--- src/rtl/if_fetch_stage.sv ---
// if_fetch_stage: PC owner, instruction-memory handshake and IF/ID register, with
// a one-entry hold buffer for stalls and a drain state for redirects under slow memory.
module if_fetch_stage #(
  parameter logic [31:0] RESET_PC = 32'h0000_0000,
  parameter logic [31:0] NOP      = 32'h0000_0000
) (
  input  logic        clk,
  input  logic        rst,
  input  logic        id_shouldStall,
  input  logic        id_shouldJumpOrBranch,
  input  logic [31:0] id_jumpOrBranchPc,
  output logic        imem_req,
  output logic [31:0] imem_addr,
  input  logic        imem_ready,
  input  logic [31:0] imem_rdata,
  output logic [31:0] instruction,
  output logic [31:0] pc_4,
  output logic        instructionValid
);
  typedef enum logic [1:0] {FETCH, HOLD, DRAIN} state_t;
  state_t      state_q, state_d;
  logic [31:0] pc_q, pc_d, instr_q, instr_d, pc4_q, pc4_d;
  logic [31:0] buf_instr_q, buf_instr_d, buf_pc4_q, buf_pc4_d;
  logic [31:0] redirect_pc_q, redirect_pc_d, pc_inc;
  logic        valid_q, valid_d;
  assign imem_req         = rst & (state_q != HOLD);
  assign imem_addr        = pc_q;
  assign instruction      = instr_q;
  assign pc_4             = pc4_q;
  assign instructionValid = valid_q;
  assign pc_inc           = pc_q + 32'd4;
  always_comb begin
    state_d       = state_q;
    pc_d          = pc_q;
    instr_d       = instr_q;
    pc4_d         = pc4_q;
    valid_d       = valid_q;
    buf_instr_d   = buf_instr_q;
    buf_pc4_d     = buf_pc4_q;
    redirect_pc_d = redirect_pc_q;
    unique case (state_q)
      FETCH: begin
        if (id_shouldStall) begin
          if (imem_ready) begin
            buf_instr_d = imem_rdata;
            buf_pc4_d   = pc_inc;
            state_d     = HOLD;
          end
        end else if (id_shouldJumpOrBranch) begin
          instr_d = NOP;
          valid_d = 1'b0;
          if (imem_ready) pc_d = id_jumpOrBranchPc;
          else begin
            redirect_pc_d = id_jumpOrBranchPc;
            state_d       = DRAIN;
          end
        end else if (imem_ready) begin
          instr_d = imem_rdata;
          pc4_d   = pc_inc;
          valid_d = 1'b1;
          pc_d    = pc_inc;
        end else begin
          instr_d = NOP;
          valid_d = 1'b0;
        end
      end
      HOLD: begin
        if (!id_shouldStall) begin
          state_d = FETCH;
          instr_d = id_shouldJumpOrBranch ? NOP : buf_instr_q;
          valid_d = !id_shouldJumpOrBranch;
          pc4_d   = id_shouldJumpOrBranch ? pc4_q : buf_pc4_q;
          pc_d    = id_shouldJumpOrBranch ? id_jumpOrBranchPc : buf_pc4_q;
        end
      end
      DRAIN: begin
        // the squashed request must complete before the target can be issued
        instr_d = NOP;
        valid_d = 1'b0;
        if (imem_ready) begin
          pc_d    = redirect_pc_q;
          state_d = FETCH;
        end
      end
      default: state_d = FETCH;
    endcase
  end
  always_ff @(posedge clk or negedge rst) begin
    if (!rst) begin
      state_q       <= FETCH;
      pc_q          <= RESET_PC;
      instr_q       <= NOP;
      pc4_q         <= RESET_PC;
      valid_q       <= 1'b0;
      buf_instr_q   <= '0;
      buf_pc4_q     <= '0;
      redirect_pc_q <= '0;
    end else begin
      state_q       <= state_d;
      pc_q          <= pc_d;
      instr_q       <= instr_d;
      pc4_q         <= pc4_d;
      valid_q       <= valid_d;
      buf_instr_q   <= buf_instr_d;
      buf_pc4_q     <= buf_pc4_d;
      redirect_pc_q <= redirect_pc_d;
    end
  end
endmodule

--- config.mk ---
export PLATFORM = sky130hd
export DESIGN_NAME = if_fetch_stage
export DESIGN_NICKNAME = d
export VERILOG_FILES = /design/src/rtl/if_fetch_stage.sv
export SDC_FILE = /design/constraint.sdc
export NUM_CORES = 1
export LEC_CHECK = 0
export ABC_AREA = 1
export CORE_MARGIN = 3
export CORE_UTILIZATION = 45
export CTS_CLUSTER_DIAMETER = 30
export DETAILED_ROUTE_END_ITERATION = 8
export PLACE_DENSITY = 0.69
export SETUP_SLACK_MARGIN = 0.15
export SYNTH_ARGS = -nofsm -noshare
export SYNTH_HDL_FRONTEND = slang
export SYNTH_SLANG_ARGS = --single-unit
export TNS_END_PERCENT = 1
--- constraint.sdc ---
create_clock -name clk -period 4 [get_ports clk]
set_input_delay 0.4 -clock clk [delete_from_list [all_inputs] [get_ports clk]]
set_output_delay 0.4 -clock clk [all_outputs]
set_load 0.02 [all_outputs]
==> results of run 1 <==
-- per-layer routing --
metal / routed length, um / GRT usage, % / vias to the layer above
met5: 0 / 0 / -
met4: 378 / 6.18 / 0
met3: 2230 / 6.14 / 28
met2: 13300 / 38.6 / 311
met1: 12200 / 32.7 / 4239
li1: - / - / 4332
-- kinds of logic after synthesis --
kind of cell	share of synthesized area [%]
AO/OA/AOI/OAI	13.5
XOR/XNOR	1.49
adder cells (fa/ha/maj)	0.508
buffers and inverters	5.01
flip-flops	49.6
multiplexers	3.20
AND/OR/NAND/NOR	26.7
-- critical path: cells and delay by family, from the launching register on --
kind | cells | cell delay (ps)
flops | 1 | 430
buf+inv | 3 | 1290
simple gates | 1 | 120
fa+ha+maj | 1 | 430
-- state kept, by name, summed over array words and instances, names as in the netlist --
register          count
buf_instr_q          32
buf_pc4_q            32
imem_addr            32
instruction          32
pc_4                 32
redirect_pc_q        32
state_q               2
instructionValid      1
-- power groups by stage --
stage | Combinational, mW | Sequential [mW] | Clock (mW)
after CTS | 4.88 | 3.74 | 1.78
after detailed placement | 4.86 | 3.76 | 0
after floorplan | 2.51 | 4.12 | 0
after global routing | 5.39 | 3.87 | 1.87
final | 4.86 | 3.75 | 1.75
after global placement | 4.77 | 3.75 | 0
-- metrics by stage --
stage | instances | area [um2] | utilization (%) | worst slack (ps) | power [mW]
floorplan | 1239 | 9840 | - | 2130 | 6.64
global placement | 1620 | 11700 | 54.9 | 1400 | 8.52
detailed placement | 1620 | 11700 | 54.9 | 1360 | 8.62
CTS | 1653 | 12300 | 57.8 | 880 | 10.4
global route | 1653 | 12300 | 57.8 | 728 | 11.1
finish | 1653 | 12300 | 57.8 | 871 | 10.4
-- final cells by class --
class	count	area [um2]
inverters	43	161
clock buffers	18	429
clock inverters	14	169
flip-flops and latches	195	4880
repair buffers	183	1800
well taps	275	344
fillers	1938	8990
multi-input cells	925	4510
-- how the worst max path moves through the flow --
stage	start	end	slack (ps)	cells past startpoint
4_1_cts	state_q[1]	imem_req	880	5
6_report	state_q[1]	imem_req	870	5
3_5_place_dp	state_q[1]	imem_addr[23]	1360	8
5_1_grt	state_q[1]	imem_req	730	5
3_3_place_gp	state_q[1]	imem_req	1400	5
2_1_floorplan	state_q[1]	imem_req	2130	6
-- timing repair --
item	4_1_cts	5_1_grt
hold buffers	1	0
endpoints found under the hold margin	66	0
gates resized for setup	0	0
-- Yosys cell counts --
master     number
a21oi_1       109
a22oi_1         2
a31oi_1        49
a32oi_1        13
and2_1          6
buf_1           9
buf_2          28
buf_4           3
clkbuf_1       36
dfrtp_1       195
ha_1            4
inv_1          39
inv_2           4
mux2_1          2
mux2_2         26
nand2_1       455
nand2_2         2
nand2_4         2
nand3_1        37
nand3_2         1
nand3b_1        3
nand4_1         5
nor2_1        113
nor2_2          7
nor2_4          4
nor2_8          2
nor3_1          3
nor3_2          1
o2111ai_1       1
o211a_1         1
o211ai_1        1
o21a_1          1
o21ai_0        42
o21ai_1         2
o21ai_2         1
o21bai_1        1
o221ai_1        5
o22ai_1         5
or2_2           4
xnor2_1         1
xor2_1         12
xor2_2          2
==> qor.csv, run 1 <==
stage,metric,value,unit
outcome,run status,completed,
power,Leak Pwr,5.57,nW
global_route,number of global-route vias before repair,8680,
power,combinational share of power,46.9,%
sta,clock skew,10.8,ps
global_route,grt total ovfl,0,
routing,DRC violations left,0,
synthesis,"Distinct cells, synth",42,
synthesis,dominant cell type by area after synthesis,dfrtp_1,
synthesis,post-synthesis register bit count,195,
synthesis,Synth warnings,0,
routing,DR vias,8910,
routing,Post-DRT Antenna Nets,0,
floorplan,Horiz. Die Dim,154,um
power,Flop pwr share,36.2,%
sta,"Slew Viols, Final",0,
routing,routed wire length,28100,um
sta,Final Hold Vio Count,0,
layout,Layout area overhead,24.9,%
worst_setup_path,Crit Path Class,reg2out,
floorplan,Core Footprint,21300,um2
worst_setup_path,crit-path max cell delay,590,ps
global_route,GRT Total Usage,24.0,%
cts,worst skew pair latency,440,ps
floorplan,chip height,154,um
sta,final setup fails,0,
worst_setup_path,Worst EP required,3600,ps
cts,clock sink count,195,
cts,H-tree levels,4,
power,Max VDD drop,0.407,mV
cts,Clock transition at path regs,70,ps
worst_setup_path,"Max FO, Critical Path",50,
synthesis,syn_area_per_cell,7.94,um2
synthesis,sequential element share of the synthesized area,49.6,%
synthesis,mapped cell area,9840,um2
worst_setup_path,FF-to-FF path depth,8,
sta,actual slew at the worst max-slew pin,841,ps
routing,DR WL/cell,17.0,um
cts,maximum clock insertion buffer count,2,
placed_design,GPL Wtd Cong,0.858,
sta,fmax,0.320,GHz
min_path,hold_sp,id_shouldJumpOrBranch,
floorplan,Rows,53,
synthesis,syn_nets,1312,
min_path,WHS Path Cells,5,
routing,First-pass DRT Iterations,5,
power,clock share of power,16.9,%
floorplan,initial core utilization,46.2,%
floorplan,Top Ports,167,
layout,diode count,0,
worst_setup_path,Worst R2R Start,state_q[1],
global_route,initial antenna violation count,0,
sta,fin crit period,3130,ps
worst_setup_path,critical-path cell list,inv_1 > ha_2 > buf_4 > nor2_1 > clkdlybuf4s50_1,
cts,Post-CTS Setup Bufs,0,
power,pwr dens,843,nW/um2
sta,unrepaired setup endpoints after global routing,no,
sta,Slew HR,43.9,%
global_route,largest net degree at the start of global routing,130,
power,switching share of power,43.8,%
layout,share of cells above drive strength 1,7.98,%
placed_design,hpwl dp,18200,um
power,Cell Int Power,5.82,mW
synthesis,Synth top area share,49.6,%
sta,setup tns final,0,ps
routing,initial DRC count,818,
cts,TritonCTS clock tree,yes,
layout,"most common cell after layout, fill and taps aside",nand2_1,
synthesis,Gate Count Post-Synth,1239,
sta,Fin Hold WS,448,ps
global_route,global-route wire length before repair,46000,um
sta,crit share post-route,78.2,%
synthesis,top post-synthesis cells by area,"dfrtp_1 50%, nand2_1 17%, a21oi_1 5.5%, nor2_1 4.3%, a31oi_1 3.1%",
layout,most frequent cells in the layout,"455 x nand2_1, 195 x dfrtp_1, 164 x clkdlybuf4s50_1, 111 x nor2_1, 109 x a21oi_1",
worst_setup_path,CP startpoint kind,register,
routing,DR vias/cell,5.39,
worst_setup_path,R2R Path End,imem_addr[23],
cts,CTS Buf Count,17,
worst_setup_path,flop2flop setup slack,1340,ps
min_path,Hold Path End,imem_addr[27],
placed_design,number of port buffers,166,
worst_setup_path,Worst setup EP type,primary output,
worst_setup_path,CP max-delay cell,clkdlybuf4s50_1,
min_path,Worst Hold Class,in2reg,
layout,nets,1438,
worst_setup_path,CP Data Arrival Time,2730,ps
job,Max Cap Violations,0,
power,Psw,4.54,mW
cts,Root Driver,clkbuf_16,
floorplan,die area,23700,um2
No activity file was read; power rests on OpenSTA's default activity.
==> inputs of run 2 (changes only) <==
--- a/config.mk
+++ b/config.mk
@@ -10,7 +10,7 @@
 export CORE_UTILIZATION = 45
 export CTS_CLUSTER_DIAMETER = 30
 export DETAILED_ROUTE_END_ITERATION = 8
-export PLACE_DENSITY = 0.69
+export PLACE_DENSITY = 0.72
 export SETUP_SLACK_MARGIN = 0.15
 export SYNTH_ARGS = -nofsm -noshare
 export SYNTH_HDL_FRONTEND = slang
==> constraint.sdc (replaced) <==
create_clock -name clk -period 2.7 [get_ports clk]
set_input_delay 0.27 -clock clk [delete_from_list [all_inputs] [get_ports clk]]
set_output_delay 0.27 -clock clk [all_outputs]
set_load 0.02 [all_outputs]
==> run 2 against run 1 <==
- the run now ends with negative hold slack left
- cell area rose by 1.1%
- sequential share of layout area fell by 0.43 points
- global-route usage rose by 0.70 points
- hold slack got worse by 470 ps
- non-clock buffer count rose by 10
- clock skew barely moved
- count of clock-buffer cells in the layout fell by 1
- first-iteration DRC count fell by 1.6%
- total power rose by 50%
- critical path type unchanged
- critical endpoint unchanged
==> qor.csv, run 2 (synthesized netlist as in run 1, its figures left out) <==
stage,metric,value,unit,change
global_route,number of global-route vias before repair,8979,,+3.4%
global_route,GRT Total Usage,24.7,%,+0.70 points
floorplan,Rows,53,,unchanged
sta,final setup fails,0,,unchanged
routing,First-pass DRT Iterations,5,,unchanged
floorplan,Horiz. Die Dim,154,um,unchanged
outcome,run status,finished with violations,,
floorplan,initial core utilization,46.2,%,unchanged
routing,initial DRC count,805,,-1.6%
global_route,grt total ovfl,0,,unchanged
cts,Root Driver,clkbuf_16,,
global_route,initial antenna violation count,1,,+1
job,Max Cap Violations,0,,unchanged
routing,metal3 WL,2410,um,+8.2%
layout,diode count,0,,unchanged
cts,Clock transition at path regs,70,ps,about the same
sta,fin crit period,2290,ps,
layout,fin area,12400,um2,+1.1%
layout,most frequent cells in the layout,"455 x nand2_1, 195 x dfrtp_1, 164 x clkdlybuf4s50_1, 111 x nor2_1, 109 x a21oi_1",,
sta,actual slew at the worst max-slew pin,897,ps,+56.6 ps
layout,"most common cell after layout, fill and taps aside",nand2_1,,
global_route,global-route wire length before repair,47700,um,+3.7%
placed_design,GPL Wtd Cong,0.886,,+3.2%
routing,routed wire length,28900,um,+2.8%
cts,hold buffer count at CTS,0,,-1
routing,Top Metal Used,met5,,
sta,fin worst setup slack,407,ps,-463 ps
power,Max VDD drop,0.745,mV,+83%
sta,Fin Hold WS,-19.9,ps,-468 ps
power,Leak Pwr,5.64,nW,+1.2%
cts,worst skew pair latency,440,ps,about the same
worst_setup_path,Worst EP required,2430,ps,-1170 ps
sta,Slew HR,40.2,%,-3.7 points
placed_design,number of port buffers,166,,unchanged
global_route,largest net degree at the start of global routing,148,,+14%
layout,"Core Util, Final",58.4,%,+0.63 points
power,clock share of power,16.3,%,-0.6 points
floorplan,Top Ports,167,,unchanged
layout,share of cells above drive strength 1,8.79,%,+0.81 points
cts,TritonCTS clock tree,yes,,
power,Flop pwr share,35.8,%,-0.4 points
floorplan,Core Footprint,21300,um2,unchanged
placed_design,pre-CTS worst setup slack,341,ps,-1020 ps
worst_setup_path,CP startpoint kind,register,,
sta,fmax,0.436,GHz,
floorplan,die area,23700,um2,unchanged
placed_design,placed inst area,11800,um2,+1.3%
sta,Final Hold Vio Count,1,,+1
power,pwr dens,1250,nW/um2,+48%
routing,Met1 Wirelength,12200,um,+0.11%
sta,"Slew Viols, Final",0,,unchanged
cts,clock sink count,195,,unchanged
layout,Layout area overhead,26.3,%,
routing,DR vias,9200,,+3.3%
layout,nets,1448,,+0.70%
power,combinational share of power,48.0,%,+1.1 points
routing,DR WL/cell,17.4,um,+2.1%
routing,DR vias/cell,5.53,,+2.6%
min_path,Worst Hold Class,in2async,,
sta,crit share post-route,84.9,%,
sta,clock skew,10.5,ps,-0.307 ps
power,switching share of power,44.1,%,+0.32 points
worst_setup_path,Crit Path Class,reg2out,,
floorplan,chip height,154,um,unchanged
routing,DRC violations left,0,,unchanged
cts,maximum clock insertion buffer count,2,,unchanged
sta,setup tns final,0,ps,unchanged
power,Cell Int Power,8.66,mW,+49%
routing,Post-DRT Antenna Nets,0,,unchanged
outcome,failing checks,negative hold slack,,
worst_setup_path,Worst setup EP type,primary output,,
worst_setup_path,"Max FO, Critical Path",6,,-88%
layout,fill cell count,1850,,-4.5%
cts,CTS Buf Count,17,,unchanged
sta,unrepaired setup endpoints after global routing,no,,
placed_design,hpwl dp,19200,um,+5.5%
routing,met2 WL,13700,um,+2.8%
power,Psw,6.85,mW,+51%
worst_setup_path,CP Data Arrival Time,2020,ps,-710 ps
cts,H-tree levels,4,,unchanged
-- run 2: power by group through the flow --
stage	sequential, mW	combinational (mW)	clock (mW)
6_report	5.55	7.44	2.53
5_1_grt	5.73	8.20	2.69
4_1_cts	5.53	7.44	2.56
3_5_place_dp	5.56	7.40	0
3_3_place_gp	5.52	7.22	0
2_1_floorplan	6.11	3.72	0
-- run 2: cell type report --
class                   count  area (um2)  share of cell area (%)
clock buffers              17         425                    3.42
clock inverters            15         158                    1.27
inverters                  43         164                    1.32
multi-input cells         925        4510                    36.3
flip-flops and latches    195        4880                    39.3
well taps                 275         344                    2.77
repair buffers            193        1950                    15.7
-- run 2: metal layers --
layer  track usage [%]  up-vias
met1              34.0     4407
met5                 0        -
met2              38.9      389
li1                  -     4346
met4              7.61        2
met3              6.08       56
-- run 2: critical path: stages (launching register included) --
cell and delay [ps]:
dfrtp_1 420, inv_1 120, ha_2 240, nor2_1 160, clkdlybuf4s50_1 660
-- run 2: what timing repair did --
item,CTS,global route
setup endpoints to repair,0,1
buffers inserted,0,0
gates resized for setup,0,2
-- run 2: worst paths after layout --
path,depth (start not counted),startpoint,end,slack [ps]
setup / recovery,4,state_q[1],imem_req,410
hold / removal,2,rst,pc_4[8],-20
setup reg to reg,6,state_q[1],imem_addr[2],480
hold reg to reg,2,buf_instr_q[17],buf_instr_q[17],480
max in group asynchronous,2,rst,imem_addr[21],2050
min in group clk,3,imem_rdata[11],buf_instr_q[11],390
-- run 2: per-stage QoR --
step           hold slack, ps  power [mW]  cells
6_report                -19.9        15.5   1663
5_1_grt                  43.6        16.6   1663
4_1_cts                  21.2        15.5   1663
3_5_place_dp              458        13.0   1631
3_3_place_gp              453        12.7   1631
2_1_floorplan           -25.6        9.83   1239
